File: config.mk
export PLATFORM = sky130hd
export DESIGN_NAME = popcount_frame_accum
export DESIGN_NICKNAME = d
export VERILOG_FILES = /design/src/rtl/popcount_pkg.sv /design/src/rtl/popcount_8b.sv /design/src/rtl/popcount_frame_accum.sv
export SDC_FILE = /design/constraint.sdc
export NUM_CORES = 1
export LEC_CHECK = 0
export CAP_MARGIN = 30
export CELL_PAD_IN_SITES_DETAIL_PLACEMENT = 1
export CELL_PAD_IN_SITES_GLOBAL_PLACEMENT = 1
export CORE_MARGIN = 2
export CORE_UTILIZATION = 45
export DETAILED_ROUTE_END_ITERATION = 16
export DONT_BUFFER_PORTS = 1
export PLACE_DENSITY_LB_ADDON = 0.1
export SLEW_MARGIN = 20
export SYNTH_ARGS = -nofsm -noshare
export SYNTH_HDL_FRONTEND = slang
export SYNTH_SLANG_ARGS = --single-unit
File: constraint.sdc
create_clock -name clk -period 5.4 [get_ports clk]
set_input_delay 0.81 -clock clk [delete_from_list [all_inputs] [get_ports clk]]
set_output_delay 0.81 -clock clk [all_outputs]
set_load 0.01 [all_outputs]
File: src/rtl/popcount_pkg.sv
// Shared types and widths for the frame popcount accumulator.
package popcount_pkg;

  localparam int unsigned SUM_W = 12;

  typedef enum logic {
    ACCUM = 1'b0,
    DONE  = 1'b1
  } state_e;

endpackage

File: src/rtl/popcount_8b.sv
// Combinational set-bit count of one byte (result 0..8).
module popcount_8b (
  input  logic [7:0] in_,
  output logic [3:0] cnt
);

  always_comb begin
    cnt = '0;
    for (int unsigned i = 0; i < 8; i++) begin
      cnt = cnt + 4'(in_[i]);
    end
  end

endmodule

File: src/rtl/popcount_frame_accum.sv
// Accumulates set bits over p_nbytes-byte frames and hands the total downstream.
// Optional synchronous frame abort port `clear` when POPCOUNT_FRAME_ACCUM_CLEAR_EN is defined.
module popcount_frame_accum
  import popcount_pkg::*;
#(
  parameter int unsigned p_nbytes = 4
) (
  input  logic             clk,
  input  logic             reset,
  input  logic             in_val,
  output logic             in_rdy,
  input  logic [7:0]       in_,
  output logic             out_val,
  input  logic             out_rdy,
  output logic [SUM_W-1:0] out
`ifdef POPCOUNT_FRAME_ACCUM_CLEAR_EN
  ,
  input  logic             clear
`endif
);

  localparam logic [7:0] LAST = 8'(p_nbytes - 1);

  state_e           state_q, state_d;
  logic [SUM_W-1:0] sum_q, sum_d;
  logic [7:0]       cnt_q, cnt_d;
  logic             in_rdy_q, in_rdy_d;
  logic             out_val_q, out_val_d;
  logic [3:0]       byte_ones;
  logic             abort;

  popcount_8b u_popcount_8b (
    .in_ (in_),
    .cnt (byte_ones)
  );

`ifdef POPCOUNT_FRAME_ACCUM_CLEAR_EN
  assign abort = clear;
`else
  assign abort = 1'b0;
`endif

  always_comb begin
    state_d = state_q;
    sum_d   = sum_q;
    cnt_d   = cnt_q;
    unique case (state_q)
      ACCUM: begin
        if (in_val && in_rdy_q) begin
          sum_d = sum_q + SUM_W'(byte_ones);
          if (cnt_q == LAST) begin
            state_d = DONE;
          end else begin
            cnt_d = cnt_q + 8'd1;
          end
        end
      end
      DONE: begin
        if (out_rdy && out_val_q) begin
          state_d = ACCUM;
          sum_d   = '0;
          cnt_d   = '0;
        end
      end
    endcase
    if (abort) begin
      state_d = ACCUM;
      sum_d   = '0;
      cnt_d   = '0;
    end
    // Handshake outputs are registered copies of the next state, so they stay Moore.
    in_rdy_d  = (state_d == ACCUM);
    out_val_d = (state_d == DONE);
  end

  always_ff @(posedge clk) begin
    if (reset) begin
      state_q   <= ACCUM;
      sum_q     <= '0;
      cnt_q     <= '0;
      in_rdy_q  <= 1'b1;
      out_val_q <= 1'b0;
    end else begin
      state_q   <= state_d;
      sum_q     <= sum_d;
      cnt_q     <= cnt_d;
      in_rdy_q  <= in_rdy_d;
      out_val_q <= out_val_d;
    end
  end

  assign in_rdy  = in_rdy_q;
  assign out_val = out_val_q;
  assign out     = sum_q;

endmodule

==> results.py <==
metrics = {
    "run_status": {
        "outcome": "complete, but fails checks",
        "violations": "DRC",
    },
    "run": {
        "maxCapViolations": 0,
    },
    "timing": {
        "fin_crit_ns": 4.23,
        "fin_crit_sh_pct": 78.3,
        "hold_slack_ns": 0.476,
        "setup_violations": 0,
        "max_freq_ghz": 0.236,
        "slew_headroom_pct": 65.4,
        "slew_violations": 0,
        "setup_tns_ns": 0,
        "worst_pin_slew_ns": 0.519,
        "skew_ns": 0.00578,
        "rsz0062_at_grt": "false",
        "hold_viol": 0,
    },
    "synth": {
        "netlist_area_um2": 1360,
        "syn_inst": 154,
        "synth.distinct_cells": 36,
        "syn-num-nets": 179,
        "synth_seq_area_share_pct": 32.4,
        "yosys_register_bits": 22,
        "syn_avg_cell_area_um2": 8.83,
        "synth_warnings": 0,
    },
    "die": {
        "core_um2": 2810,
        "die_w_um": 59.0,
        "die_area_um2": 3480,
        "chipHeight_um": 59.0,
        "rows": 19,
        "initial_utilization_pct": 48.5,
        "pin_count": 26,
    },
    "worst_setup_path": {
        "cp_top_family": "adder cells",
        "endpoint_kind": "flip-flop",
        "crit_cells": 12,
        "worstSetupPathType": "input pin to flip-flop",
        "rrSetupSlack_ns": 3.21,
        "crit_required_ns": 5.64,
        "crit_fanout": 8,
        "worstPathBufferInverterCount": 2,
        "max_stage_delay_ns": 0.56,
        "crit_chain": "ha_1, inv_1, fa_1, fa_1, fa_1, fa_1, inv_1, ha_1, a211o_1, a21oi_1, or4_1, a21oi_1",
        "startpoint_type": "input pin",
        "slowest_stage": "fa_1",
        "r2r_cells": 7,
        "critPathMostFrequentCell": "fa_1",
        "critical_path_arrival_ns": 4.47,
    },
    "clock_network": {
        "h-tree-depth": 1,
        "cts.sink_count": 22,
        "cts_buffers": 3,
        "cts_tree": "done",
        "post-cts-setup-buffers": 0,
        "cts_buffer_depth": 2,
        "ctsHoldBuffers": 0,
        "ctsRootBufferMaster": "clkbuf_4",
        "clk_latency_ns": 0.30,
        "cts.reportedPaths.clkPinSlew_ns": 0.12,
        "ctsResizeCount": 0,
    },
    "route": {
        "avgRoutedWirePerCell_um": 16.3,
        "routed_wirelength_um": 2970,
        "drc_errors": 1,
        "via_count": 1121,
        "dr.pass1.iters": 9,
        "vias_per_cell": 6.16,
        "dr.first_iter.drc_count": 29,
        "postRouteAntennaNets": 0,
    },
    "finish": {
        "drive_above_1_share_pct": 5.30,
        "n_antenna_cell": 0,
        "final_nets": 178,
        "design_area_um2": 1380,
        "area_growth_pct": 1.20,
        "num-fill-cells": 348,
    },
    "global_routing": {
        "grt_usage_pct": 18.1,
        "grt_pass1_vias": 1067,
        "grt_overflow": 0,
        "grt_max_degree": 17,
        "grt_pass1_wl_um": 4840,
        "grt_antenna_before_repair": 0,
    },
    "power": {
        "peakVddDrop_uv": 166,
        "p_per_area_nw_per_um2": 278,
        "p_leak_nw": 0.529,
    },
    "place": {
        "post-dp-hpwl_um": 2340,
        "gp_congestion": 0.748,
        "portBuffers": 0,
        "dpl_cell_area_um2": 1350,
    },
    "min_path": {
        "min_path_cells": 2,
        "hold_path.class": "flip-flop to flip-flop",
    },
}
[cell usage in the layout, fill, tap and decap left out, types with 2 or more instances in the layout]
| cell | synthesis | routed |
|---|---|---|
| ha_1 | 8 | 8 |
| o31ai_1 | 7 | 7 |
| o21ai_0 | 6 | 6 |
| nand2_1 | 6 | 6 |
| or4b_1 | 4 | 4 |
| nand2b_1 | 3 | 3 |
| and3_1 | 2 | 2 |
| o21a_1 | 2 | 2 |
| or3_1 | 3 | 3 |
| nor2_1 | 12 | 12 |
| or4_1 | 9 | 9 |
| inv_1 | 16 | 16 |
| a21o_1 | 2 | 2 |
| a21oi_1 | 18 | 18 |
| a32oi_1 | 2 | 2 |
| dfxtp_1 | 22 | 22 |
| a211o_1 | 2 | 2 |
| nand3_1 | 4 | 4 |
| clkbuf_4 | 0 | 3 |
| fa_1 | 5 | 5 |
[path summary, 6_finish.rpt]
kind | from | to
worst max-delay path | in_[0] | out[11]$_SDFFE_PP0P_
worst min-delay path | cnt_q[1]$_SDFFE_PP0P_ | cnt_q[1]$_SDFFE_PP0P_
worst max register to register | out[0]$_SDFFE_PP0P_ | out[6]$_SDFFE_PP0P_
worst min register to register | cnt_q[1]$_SDFFE_PP0P_ | cnt_q[1]$_SDFFE_PP0P_
[metal layers]
metal	GRT usage, %	vias to the layer above	part of all wire [%]
li1	-	556	-
met1	22.3	549	44
met2	32.4	14	52
met3	4.59	2	3.5
met4	2.92	0	0.51
met5	0	-	0
[report_power, final]
group          switching (W)  leakage [nW]  internal [W]
Combinational      0.0000656         0.336     0.0000552
Sequential         0.0000146         0.178      0.000172
Clock              0.0000493        0.0138     0.0000260
[cell usage after synthesis]
library cell / n / share of area, %
xor2_1: 1 / 0.64
a22oi_1: 1 / 0.55
nand3_1: 4 / 1.5
o31ai_1: 7 / 3.9
o21ai_2: 1 / 0.64
nand3b_1: 1 / 0.55
o22ai_4: 1 / 1.5
nor2b_1: 1 / 0.46
nand2b_1: 3 / 1.4
and3_1: 2 / 0.92
and2_2: 1 / 0.55
fa_1: 5 / 7.4
a21o_1: 2 / 1.1
nand2_1: 6 / 1.7
o21a_1: 2 / 1.1
or2_2: 1 / 0.46
a21oi_1: 18 / 6.6
and4_1: 1 / 0.64
o2111ai_1: 1 / 0.64
buf_6: 3 / 2.5
ha_1: 8 / 7.4
and3b_1: 1 / 0.64
a211o_1: 2 / 1.3
a31oi_1: 1 / 0.46
nor2_1: 12 / 3.3
o21ai_0: 6 / 2.2
clkbuf_1: 3 / 0.83
dfxtp_1: 22 / 32
or4_1: 9 / 5.0
or4b_1: 4 / 2.9
a32oi_1: 2 / 1.3
xnor2_1: 1 / 0.64
or3_1: 3 / 1.4
or3b_2: 1 / 0.64
inv_1: 16 / 4.4
o2bb2ai_1: 1 / 0.64
[kinds of logic after synthesis]
| group | Yosys count | synth area share [%] |
|---|---|---|
| DFF | 22 | 32.4 |
| and+or+nand+nor | 50 | 22.0 |
| AOI/OAI and AO/OA | 45 | 21.9 |
| buffers and inverters | 22 | 7.73 |
| adders and majority gates | 13 | 14.7 |
| xor gates and xnor gates | 2 | 1.29 |
[worst reg2reg max path: cells and delay by family, from the launching register on]
family / cells / cell delay [ns]
buffers and inverters: 1 / 0.07
DFF: 1 / 0.44
adders and majority gates: 2 / 0.61
and+or+nand+nor: 2 / 0.62
AOI/OAI and AO/OA: 2 / 0.39
[stage by stage]
| step | utilization [%] | cells | total power [W] | setup slack, ns |
|---|---|---|---|---|
| 3_3_place_gp | 48.3 | 179 | 0.000302 | 1.02 |
| 4_1_cts | 49.1 | 182 | 0.000387 | 1.17 |
| 3_5_place_dp | 48.3 | 179 | 0.000311 | 0.853 |
| 6_report | 49.1 | 182 | 0.000383 | 1.17 |
| 5_1_grt | 49.1 | 182 | 0.000412 | 0.973 |
| 2_1_floorplan | - | 154 | 0.000283 | 1.16 |
[area by class of cell]
class / instances / area [um^2] / area share (%)
Multi-Input combinational cell: 110 / 815 / 59.2
Clock buffer: 3 / 22.5 / 1.64
Inverter: 16 / 60.1 / 4.36
Sequential cell: 22 / 440 / 32.0
Tap cell: 31 / 38.8 / 2.82
[flip-flops by register name (all words and copies together) (netlist names)]
register	flops
out_val	1
out	12
in_rdy	1
cnt_q	8
(Power assumes the default switching activity.)
